===== config.mk =====
export PLATFORM = sky130hd
export DESIGN_NAME = joy_dir_filter_flat
export DESIGN_NICKNAME = d
export VERILOG_FILES = /design/src/rtl/joy_dir_filter_if.sv /design/src/rtl/joy_dir_filter.sv /design/src/flat_wrapper.sv
export SDC_FILE = /design/constraint.sdc
export NUM_CORES = 1
export LEC_CHECK = 0
export ABC_AREA = 1
export BUFFER_PORTS_ARGS = -buffer_cell sky130_fd_sc_hd__buf_2
export CORE_MARGIN = 5
export CORE_UTILIZATION = 50
export CTS_BUF_LIST = sky130_fd_sc_hd__clkbuf_8
export DETAILED_ROUTE_END_ITERATION = 8
export PLACE_DENSITY = 0.67
export SETUP_SLACK_MARGIN = 0.3
export SLEW_MARGIN = 20
export SYNTH_ARGS = -nofsm -noshare
export SYNTH_HDL_FRONTEND = slang
export SYNTH_SLANG_ARGS = --single-unit

===== constraint.sdc =====
create_clock -name clk -period 2.1 [get_ports clk]
set_input_delay 0.315 -clock clk [delete_from_list [all_inputs] [get_ports clk]]
set_output_delay 0.315 -clock clk [all_outputs]
set_load 0.01 [all_outputs]

===== src/rtl/joy_dir_filter_if.sv =====
// joy_dir_filter bus: tick, policy select, raw and filtered directions.
// Direction nibbles are packed {up,down,left,right}, channel c at [4c+3:4c].
interface joy_dir_filter_if #(
    parameter int CHANNELS = 2
);
    logic                    ce_tick;
    logic [1:0]              mode;
    logic [4*CHANNELS-1:0]   dir_in;
    logic [4*CHANNELS-1:0]   dir_out;
    logic [CHANNELS-1:0]     dir_chg;

    modport master (
        output ce_tick,
        output mode,
        output dir_in,
        input  dir_out,
        input  dir_chg
    );

    modport slave (
        input  ce_tick,
        input  mode,
        input  dir_in,
        output dir_out,
        output dir_chg
    );
endinterface


===== src/rtl/joy_dir_filter.sv =====
// Joystick direction conditioner: sync, tick debounce, per-channel policy.
// Policies: passthrough, last-pressed 4-way, first-held 4-way, 8-way SOCD.
module joy_dir_filter #(
    parameter int CHANNELS = 2,
    parameter int DEBOUNCE = 4
) (
    input  logic             clk,
    input  logic             reset_n,
    joy_dir_filter_if.slave  bus
);
    localparam int NB = 4 * CHANNELS;
    localparam int CW = (DEBOUNCE > 0) ? $clog2(DEBOUNCE + 1) : 1;

    logic [NB-1:0] s1, s2, stable, prev, stable_n;
    logic [NB-1:0] out_q, out_d;
    logic [CW-1:0] cnt   [NB];
    logic [CW-1:0] cnt_n [NB];
    logic [3:0]    mask   [CHANNELS];
    logic [3:0]    mask_n [CHANNELS];
    logic [3:0]    lat    [CHANNELS];
    logic [3:0]    lat_n  [CHANNELS];
    logic [CHANNELS-1:0] chg_q, chg_d;
    logic [1:0]    mode_q;
    logic          mode_chg;

    function automatic logic [3:0] pri(input logic [3:0] x);
        logic [3:0] r;
        r = 4'b0000;
        priority case (1'b1)
            x[3]:    r = 4'b1000;
            x[2]:    r = 4'b0100;
            x[1]:    r = 4'b0010;
            x[0]:    r = 4'b0001;
            default: r = 4'b0000;
        endcase
        return r;
    endfunction

    assign mode_chg = (bus.mode != mode_q);

    always_comb begin
        stable_n = stable;
        for (int i = 0; i < NB; i++) begin
            cnt_n[i] = '0;
            if (DEBOUNCE == 0) begin
                stable_n[i] = s2[i];
            end else if (s2[i] != stable[i]) begin
                if (!bus.ce_tick) begin
                    cnt_n[i] = cnt[i];
                end else if (int'(cnt[i]) + 1 == DEBOUNCE) begin
                    stable_n[i] = s2[i];
                end else begin
                    cnt_n[i] = cnt[i] + CW'(1);
                end
            end
        end
    end

    always_comb begin
        logic [3:0] st, rise, m_cur, l_cur, m, l, o;
        out_d = '0;
        chg_d = '0;
        for (int c = 0; c < CHANNELS; c++) begin
            st    = stable[4*c +: 4];
            rise  = st & ~prev[4*c +: 4];
            // a mode switch evaluates the new policy from its idle state
            m_cur = mode_chg ? 4'b1111 : mask[c];
            l_cur = mode_chg ? 4'b0000 : lat[c];
            m     = (rise != 4'b0000) ? pri(rise) : m_cur;
            if ((st & m) == 4'b0000) m = 4'b1111;
            l     = ((st & l_cur) == 4'b0000) ? pri(st) : l_cur;
            mask_n[c] = mode_chg ? 4'b1111 : m;
            lat_n[c]  = mode_chg ? 4'b0000 : l;
            o = st;
            unique case (bus.mode)
                2'd0: o = st;
                2'd1: o = (m == 4'b1111) ? pri(st) : (st & m);
                2'd2: o = l;
                2'd3: begin
                    o = st;
                    if (st[3] && st[2]) o[3:2] = 2'b00;
                    if (st[1] && st[0]) o[1:0] = 2'b00;
                end
                default: o = st;
            endcase
            out_d[4*c +: 4] = o;
            chg_d[c]        = (o != out_q[4*c +: 4]);
        end
    end

    always_ff @(posedge clk or negedge reset_n) begin
        if (!reset_n) begin
            s1     <= '0;
            s2     <= '0;
            stable <= '0;
            prev   <= '0;
            out_q  <= '0;
            chg_q  <= '0;
            mode_q <= 2'd0;
            for (int i = 0; i < NB; i++) cnt[i] <= '0;
            for (int c = 0; c < CHANNELS; c++) begin
                mask[c] <= 4'b1111;
                lat[c]  <= 4'b0000;
            end
        end else begin
            s1     <= bus.dir_in;
            s2     <= s1;
            stable <= stable_n;
            prev   <= stable;
            out_q  <= out_d;
            chg_q  <= chg_d;
            mode_q <= bus.mode;
            for (int i = 0; i < NB; i++) cnt[i] <= cnt_n[i];
            for (int c = 0; c < CHANNELS; c++) begin
                mask[c] <= mask_n[c];
                lat[c]  <= lat_n[c];
            end
        end
    end

    assign bus.dir_out = out_q;
    assign bus.dir_chg = chg_q;
endmodule


===== src/flat_wrapper.sv =====
// flat-port wrapper written by rule: the top's interface ports become plain ports
module joy_dir_filter_flat 
#(
    parameter int CHANNELS = 2,
    parameter int DEBOUNCE = 4
)
  (clk, reset_n, bus_ce_tick, bus_mode, bus_dir_in, bus_dir_out, bus_dir_chg);
  joy_dir_filter_if #(.CHANNELS(CHANNELS)) bus_i ();
  input  logic clk;
  input  logic reset_n;
  input wire logic [$bits(bus_i.ce_tick)-1:0] bus_ce_tick;
  input wire logic [$bits(bus_i.mode)-1:0] bus_mode;
  input wire logic [$bits(bus_i.dir_in)-1:0] bus_dir_in;
  output wire logic [$bits(bus_i.dir_out)-1:0] bus_dir_out;
  output wire logic [$bits(bus_i.dir_chg)-1:0] bus_dir_chg;
  assign bus_i.ce_tick = bus_ce_tick;
  assign bus_i.mode = bus_mode;
  assign bus_i.dir_in = bus_dir_in;
  assign bus_dir_out = bus_i.dir_out;
  assign bus_dir_chg = bus_i.dir_chg;
  joy_dir_filter #(.CHANNELS(CHANNELS), .DEBOUNCE(DEBOUNCE)) u_core (.clk(clk), .reset_n(reset_n), .bus(bus_i));
endmodule

Word level (Yosys, flattened, before mapping)
Cells that the tools add are included.

Register bits: 84. Input port bits: 13. Output and inout bits: 10.

Reduce and logical (&&, ||, !) cells: 19. Eq/ne operators: 32. Add/sub/neg operators: 16. Mux-type cells: 62. Bitwise logic cells: 10.

Operator list (number): $eq 32x4->1 const B (8); $mux 4 (28); $mux 3 (24); $add 3x1->4 const B (8); $and 4x4->4 (8); $pmux 4 s4 (2); $add 3x1->3 const B (8); $reduce_and 3->1 (8); $logic_not 4->1 (4); $ne 2x2->1 const B (8); $eq 4x4->1 const B (2); $mux 2 (4); $ne 1x1->1 (8); $ne 4x4->1 (2); $not 4->4 (2); $reduce_bool 4->1 (2); $eq 2x2->1 const B (2); $logic_and 1x1->1 (4); $mux 1 (4); $eq 2x1->1 const B (1); $logic_not 2->1 (1); $ne 2x2->1 (1).

Logic depth before layout (Yosys ltp)
Gate-level depths: netlist (run 1).

Depth after elaboration: 14. Mapped depth: 19.

Worst setup path before layout (run 1)
Ideal clock, no wire load.

Path kind: reg2reg. Start point: reg u_core.stable[7]. End point: reg u_core.chg_q[1], in the netlist u_core.bus.dir_chg[1]. Arrival: 1.824 ns. Clock period less this slack: 1.942 ns. Setup slack: 0.158 ns. Stages on the path, launching flop included: 18. Required time: 1.981 ns. Cells stage by stage: dfrtp_1 -> buf_2 -> nand2_1 -> nand2_1 -> o21ai_0 -> nand3_1 -> nand2_1 -> inv_2 -> nand2_4 -> o21ai_2 -> nand2_1 -> nand2_1 -> nand3_1 -> nand2_1 -> nor2_1 -> nor2_1 -> nor2_1 -> nand2_1.

Cells in the longest elaborated chain, start to end: 10. Elaborated cells between the ends (all ways): 18. Classes of those cells: 2 x eq/ne; 8 x mux; 4 x bitwise; 4 x reduce/logical.

Ends and longest elaborated chain: start, declared (line joy_dir_filter.sv:14) `logic [NB-1:0] s1, s2, stable, prev, stable_n;`; start signal, assigned (line joy_dir_filter.sv:108) `stable <= stable_n;`; $and 4x4->4 (line joy_dir_filter.sv:65) `rise = st & ~prev[4*c +: 4];`; $reduce_bool 4->1 or $mux 4 (tied branches) (line joy_dir_filter.sv:69, joy_dir_filter.sv:29); $mux 4 (line joy_dir_filter.sv:69) `m = (rise != 4'b0000) ? pri(rise) : m_cur;`; $and 4x4->4 (line joy_dir_filter.sv:70) `if ((st & m) == 4'b0000) m = 4'b1111;`; $logic_not 4->1 (line joy_dir_filter.sv:70); $mux 4 (line joy_dir_filter.sv:70); $eq 4x4->1 or $and 4x4->4 (tied branches) (line joy_dir_filter.sv:77) `2'd1: o = (m == 4'b1111) ? pri(st) : (st & m);`; $mux 4 (line joy_dir_filter.sv:77); $pmux 4 s4 (*) (line joy_dir_filter.sv:75) `unique case (bus.mode)`; $ne 4x4->1 (*) (line joy_dir_filter.sv:87) `chg_d[c] = (o != out_q[4*c +: 4]);`; net u_core.chg_d[1] (line joy_dir_filter.sv:22) `logic [CHANNELS-1:0] chg_q, chg_d;`; end signal, assigned (line joy_dir_filter.sv:111) `chg_q <= chg_d;`; end, declared (line joy_dir_filter.sv:22).

Mark *: on every way through the listed nets, which the timed path passes. The rest lies on a longest branch. A chain may end at the register's enable or synchronous reset.

Final worst setup path (run 1)
Start point: reg u_core.mode_q[0]. End point: reg u_core.chg_q[1], in the netlist u_core.bus.dir_chg[1].

Cells in the longest elaborated chain, start to end: 10. Elaborated cells between the ends (all ways): 15. Classes of those cells: 3 x eq/ne; 7 x mux; 3 x bitwise; 2 x reduce/logical.

Ends and longest elaborated chain: start, declared (line joy_dir_filter.sv:23) `logic [1:0] mode_q;`; start signal, assigned (line joy_dir_filter.sv:112) `mode_q <= bus.mode;`; $ne 2x2->1 (*) (line joy_dir_filter.sv:39) `assign mode_chg = (bus.mode != mode_q);`; $mux 4 (line joy_dir_filter.sv:67) `m_cur = mode_chg ? 4'b1111 : mask[c];`; $mux 4 (line joy_dir_filter.sv:69); $and 4x4->4 (line joy_dir_filter.sv:70); $logic_not 4->1 (line joy_dir_filter.sv:70); $mux 4 (line joy_dir_filter.sv:70); $eq 4x4->1 or $and 4x4->4 (tied branches) (line joy_dir_filter.sv:77); $mux 4 (line joy_dir_filter.sv:77); $pmux 4 s4 (*) (line joy_dir_filter.sv:75); $ne 4x4->1 (*) (line joy_dir_filter.sv:87); net u_core.chg_d[1] (line joy_dir_filter.sv:22).

Marks and branches as above.

==> out/qor.csv, run 1 <==
stage,metric,value,unit
run_status,outcome,"complete, no violations",
critical_path,path_class,flop to flop,
timing,min_period,2080,ps
timing,finalClockSkew,7.30,ps
placement,dpl.hpwl,7100,um
critical_path,r2r_cells,14,
floorplanning,dieArea,11100,um2
floorplanning,io-pin-count,23,
routing,post_drt_wl_per_cell,13.0,um
routing,wirelength_met1,4290,um
critical_path,arrival,2330,ps
timing,timing.fmax,0.482,GHz
synth,synth_warnings,0,
routing,drt-initial-drc-count,101,
floorplanning,row_count,34,
timing,finalHoldViolCount,0,
critical_path,end_kind,flop,
global_routing,antenna_found_initial,0,
timing,max-slew-margin-rel,0.676,
routing,viasPerCell,5.17,
clock_tree,cts.clk_slew.worst_paths,90,ps
routing,detail_route.wirelength,9790,um
clock_tree,h-tree-depth,3,
layout,stdcell_count,751,
synth,synth_fa_ha_area_frac,0.0439,
hold_path,hold_path.class,input port to flop,
synth,synth_mux_area_frac,0,
floorplanning,start_util,0.517,
synth,ys_seq_elements,84,
global_routing,grt_overflow,0,
hold_path,hold_depth,1,
timing,rsz0062_at_grt,yes,
floorplanning,core_area,8810,um2
timing,fin_hold_ws,56.8,ps
routing,antenna_left,0,
placement,portBuffers,22,
routing,top_layer,met4,
synth,synth_compound_area_frac,0.0785,
synth,syn_inst,573,
routing,met2WireLength,4970,um
synth,synth-simple-area-share,0.306,
critical_path,cpPeakStageDelay,470,ps
routing,vias,3886,
synth,syn_nets,602,
routing,wl_met3,411,um
synth,synth_cell_type_count,33,
clock_tree,cts-root-buf,clkbuf_8,
layout,post-route-util,0.639,
global_routing,grt_pass1_vias,3950,
synth,synth_top_family_by_area,simple AND/OR/NAND/NOR gates,
clock_tree,clock_path_buffers,2,
routing,drc,0,
clock_tree,cts_sinks,84,
power,power,0.00410,W
timing,drv_slew,0,
critical_path,crit_chain,xnor2_4 -> nand3_1 -> nand2_1 -> nand2_2 -> a21oi_4 -> nand2_4 -> o21ai_4 -> nand3_2 -> nand3_2 -> nand2_2 -> nor2_2 -> nor2_1 -> nor2_1 -> nand2_1,
layout,final_nets,667,
placement,gp_congestion,0.924,
timing,finalSetupViolCount,0,
timing,tightest_slew,485,ps
critical_path,cp_slowest_cell,dfrtp_2,
critical_path,critPathMaxFanout,8,
layout,fillCellCount,768,
routing,dr.pass1.iters,4,
clock_tree,numCtsBuffers,9,
layout,drive_gt1_frac,0.280,
clock_tree,cts_tree,built,
placement,post-place-ws,-136,ps
clock_tree,clock_latency,350,ps
floorplanning,die_y,105,um
layout,layout_commonest_cell,nand2_1,
power,peakVddDrop,0.421,mV
power,power_density,730,nW/um2
synth,postSynthAreaPerCell,7.95,um2
placement,post-place-cells,725,
global_routing,grt_usage,0.188,
global_routing,grt_max_degree,39,
floorplanning,die_w,105,um
flow_run,cap_violations,0,
global_routing,grt_pass1_wl,17200,um
synth,ys_seq_area_frac,0.463,
power,p_leak,3.02,nW
synth,synth_xor_area_frac,0.0228,
layout,syn_to_final_growth,23.4,%
critical_path,setup.worst_path.start_class,flop,
layout,final_cell_mix,"nand2_1, inv_1, dfrtp_1, nand3_1, nor2_1",
synth,syn_area,4560,um2
layout,antenna_cells,0,
timing,setup_slack,24.5,ps
timing,fin_crit_sh,0.988,
critical_path,worstPathRequired,2350,ps
==> registers in the layout (all words and copies together), names as in the netlist <==
signal              flops
u_core.cnt             24
u_core.bus.dir_out      8
u_core.lat              8
u_core.mask             8
u_core.prev             8
u_core.s1               8
u_core.s2               8
u_core.stable           8
u_core.bus.dir_chg      2
u_core.mode_q           2
==> repair_timing <==
action,in CTS,in global routing
setup endpoints to repair,10,19
pin swaps,14,12
gates resized for setup,27,28
hold endpoints to repair,36,0
hold buffers,1,0
setup buffers,6,3
==> kinds of logic after synthesis <==
group | after synthesis
and+or+nand+nor | 306
DFF | 84
buffers and inverters | 100
xor gates and xnor gates | 11
adders and majority gates | 16
AOI/OAI and AO/OA | 56
==> layer usage <==
layer,vias up,GRT usage
li1,1964,-
met1,1831,0.230
met2,77,0.331
met3,14,0.0483
met4,0,0.0450
met5,-,0
==> path summary, 6_finish.rpt <==
kind / end / from / slack (ps)
setup / recovery: u_core.bus.dir_chg[1] / u_core.mode_q[0] / 20
hold / removal: u_core.s1[6] / bus_dir_in[6] / 60
setup reg to reg: u_core.bus.dir_chg[1] / u_core.mode_q[0] / 20
hold reg to reg: u_core.s2[2] / u_core.s1[2] / 350
max in group asynchronous: u_core.mask[0] / reset_n / 970
min in group asynchronous: u_core.cnt[20] / reset_n / 470
==> where the power goes <==
group / switching (W) / internal (W) / total [W]
combinational: 0.000467 / 0.000302 / 0.000769
sequential: 0.0000760 / 0.00173 / 0.00180
clock: 0.000614 / 0.000919 / 0.00153
==> metrics by stage <==
stage	instance area [um2]	TNS (ps)
CTS	5500	-10.8
floorplan	4620	0
global route	5620	-433
detailed placement	5060	-336
global placement	5060	-125
finish	5620	0
==> Yosys cell counts <==
cell,n,share of area
a21boi_0,2,0.0033
a21oi_1,2,0.0022
a21oi_2,2,0.0038
a31oi_1,8,0.011
buf_2,4,0.0044
buf_6,1,0.0025
clkbuf_1,5,0.0041
clkbuf_2,1,0.0011
clkinv_1,1,0.00082
dfrtp_1,76,0.42
dfstp_2,8,0.046
ha_1,16,0.044
inv_1,79,0.065
inv_2,9,0.0074
nand2_1,157,0.13
nand2_2,5,0.0069
nand2_4,3,0.0074
nand3_1,67,0.074
nand3_2,8,0.018
nand3b_1,2,0.0033
nand4_1,12,0.016
nor2_1,44,0.036
nor2_4,1,0.0025
nor2_8,1,0.0044
o21ai_0,15,0.016
o21ai_1,7,0.0077
o21ai_2,6,0.012
o22ai_1,2,0.0027
o31ai_1,12,0.020
or2_2,6,0.0082
xnor2_1,6,0.012
xnor2_2,1,0.0036
xor2_1,4,0.0077
==> worst max-delay path: cells and delay by family (launching register included) <==
kind	cells	cell delay (ps)
xor gates and xnor gates	1	270
DFF	1	470
AOI/OAI and AO/OA	2	280
and+or+nand+nor	11	940
==> cell type report <==
cell class | count | area (um2) | area share
multi-input combinational | 389 | 2290 | 0.407
sequential | 84 | 2110 | 0.376
timing repair buffer | 65 | 482 | 0.0857
inverter | 89 | 334 | 0.0594
clock inverter | 7 | 146 | 0.0260
tap | 108 | 135 | 0.0240
clock buffer | 9 | 124 | 0.0220
No activity file was read; power rests on OpenSTA's default activity.
==> run 2: changes to the inputs <==
--- a/config.mk
+++ b/config.mk
@@ -12,6 +12,7 @@
 export CTS_BUF_LIST = sky130_fd_sc_hd__clkbuf_8
 export DETAILED_ROUTE_END_ITERATION = 8
 export PLACE_DENSITY = 0.67
+export RECOVER_POWER = 100
 export SETUP_SLACK_MARGIN = 0.3
 export SLEW_MARGIN = 20
 export SYNTH_ARGS = -nofsm -noshare
==> run 2 against run 1 <==
  * Sequential share of layout area about the same
  * Final area about the same
  * Worst hold slack about the same
  * Utilization about the same
  * Wire length about the same
  * Sequential cell count unchanged
  * Critical path type unchanged
  * Largest cell class unchanged
==> out/qor.csv, run 2 (synthesis gave the netlist of run 1 again) <==
stage,metric,value,unit,change
floorplanning,io-pin-count,23,,unchanged
layout,layout_commonest_cell,nand2_1,,unchanged
critical_path,setup.worst_path.start_class,flop,,unchanged
clock_tree,cts-root-buf,clkbuf_8,,unchanged
layout,syn_to_final_growth,23.4,%,about the same
timing,finalHoldViolCount,0,,unchanged
routing,drt-initial-drc-count,101,,unchanged
routing,dr.pass1.iters,4,,unchanged
placement,post-place-ws,-136,ps,unchanged
critical_path,end_kind,flop,,unchanged
layout,largest_register_ffs,24,,unchanged
timing,setup_slack,24.5,ps,about the same
timing,finalClockSkew,7.30,ps,unchanged
routing,drc,0,,unchanged
clock_tree,clock_latency,350,ps,about the same
clock_tree,cts.clk_slew.worst_paths,90,ps,about the same
clock_tree,h-tree-depth,3,,unchanged
routing,detail_route.wirelength,9790,um,about the same
global_routing,antenna_found_initial,0,,unchanged
global_routing,grt_max_degree,39,,unchanged
placement,dpl.hpwl,7100,um,unchanged
hold_path,hold_path.class,input port to flop,,unchanged
layout,fillCellCount,769,,was 768
power,power,0.00410,W,about the same
critical_path,crit_start,u_core.mode_q[0],,unchanged
critical_path,arrival,2330,ps,about the same
routing,viasPerCell,5.18,,was 5.17
power,p_leak,3.01,nW,was 3.02 nW
critical_path,reg2reg_slack,20,ps,about the same
critical_path,path_class,flop to flop,,unchanged
layout,drive_gt1_frac,0.278,,was 0.280
clock_tree,cts_tree,built,,unchanged
flow_run,cap_violations,0,,unchanged
critical_path,cp-endpoint,u_core.bus.dir_chg[1],,unchanged
timing,min_period,2080,ps,about the same
routing,antenna_left,0,,unchanged
critical_path,r2r_start,u_core.mode_q[0],,unchanged
floorplanning,start_util,0.517,,unchanged
layout,final_nets,667,,unchanged
layout,final_cell_mix,"nand2_1, inv_1, dfrtp_1, nand3_1, nor2_1",,unchanged
global_routing,grt_usage,0.188,,unchanged
critical_path,critPathMaxFanout,8,,unchanged
critical_path,r2r_cells,14,,unchanged
clock_tree,clock_path_buffers,2,,unchanged
routing,vias,3888,,was 3886
clock_tree,numCtsBuffers,9,,unchanged
floorplanning,row_count,34,,unchanged
timing,finalSetupViolCount,0,,unchanged
timing,fin_crit_sh,0.988,,about the same
layout,largest-register,u_core.cnt,,unchanged
critical_path,worstPathRequired,2350,ps,about the same
floorplanning,core_area,8810,um2,unchanged
timing,max-slew-margin-rel,0.676,,unchanged
timing,timing.fmax,0.482,GHz,about the same
timing,fin_setup_tns,0,ps,unchanged
routing,post_drt_wl_per_cell,13.0,um,about the same
placement,portBuffers,22,,unchanged
timing,tightest_slew,485,ps,unchanged
critical_path,rr_endpoint,u_core.bus.dir_chg[1],,unchanged
clock_tree,cts_sinks,84,,unchanged
power,peakVddDrop,0.421,mV,about the same
floorplanning,die_y,105,um,unchanged
hold_path,hold_depth,1,,unchanged
timing,rsz0062_at_grt,yes,,unchanged
run_status,outcome,"complete, no violations",,unchanged
layout,antenna_cells,0,,unchanged
floorplanning,die_w,105,um,unchanged
global_routing,grt_pass1_vias,3950,,unchanged
timing,drv_slew,0,,unchanged
global_routing,grt_pass1_wl,17200,um,unchanged
power,power_density,730,nW/um2,about the same
global_routing,grt_overflow,0,,unchanged
placement,gp_congestion,0.924,,unchanged
floorplanning,dieArea,11100,um2,unchanged
## run 2: changes by cell type in the layout (fill, tap and decap cells not counted), sizes merged
cell / change
buf: -1
clkbuf: +1
## run 2: stage by stage
step	utilization	hold slack (ps)	instances	area, um2
detailed placement	0.575	319	725	5060
finish	0.638	56.8	751	5620
global placement	0.575	316	725	5060
CTS	0.624	38.5	748	5500
global route	0.638	28.4	751	5620
floorplan	-	19.4	573	4620
## run 2: what timing repair did
item	CTS	global route
pin swaps	14	12
hold buffers	1	0
endpoints found under the hold margin	36	0
gates resized for setup	27	28
buffers inserted	6	3
setup endpoints to repair	10	19
## run 2: how the worst min path moves through the flow
stage	from	end	slack (ps)
2_1_floorplan	reset_n	u_core.bus.dir_chg[0]	20
3_3_place_gp	reset_n	u_core.cnt[20]	320
3_5_place_dp	reset_n	u_core.cnt[18]	320
4_1_cts	bus_dir_in[6]	u_core.s1[6]	40
5_1_grt	bus_dir_in[5]	u_core.s1[5]	30
6_report	bus_dir_in[6]	u_core.s1[6]	60
## run 2: critical path: stages, from the launching register on
cell,delay (ps)
dfrtp_2,470
xnor2_4,270
nand3_1,110
nand2_1,90
nand2_2,70
a21oi_4,170
nand2_4,110
o21ai_4,110
nand3_2,110
nand3_2,100
nand2_2,50
nor2_2,100
nor2_1,50
nor2_1,90
nand2_1,60
## run 2: layer usage
layer  track usage  share of wire
met5             0              0
met4        0.0450          0.011
met3        0.0483          0.042
met2         0.331           0.51
met1         0.230           0.44
## run 2: cell type report
| class | instances | area (um2) | area share |
|---|---|---|---|
| multi-input cells | 389 | 2290 | 0.407 |
| flip-flops and latches | 84 | 2110 | 0.376 |
| repair buffers | 65 | 480 | 0.0855 |
| inverters | 89 | 334 | 0.0594 |
| clock inverters | 7 | 146 | 0.0260 |
| well taps | 108 | 135 | 0.0240 |
| clock buffers | 9 | 124 | 0.0220 |
## run 2: power breakdown
part | internal (W) | switching, W
clock network | 0.000919 | 0.000614
registers | 0.00173 | 0.0000760
logic | 0.000302 | 0.000467
total | 0.00295 | 0.00116
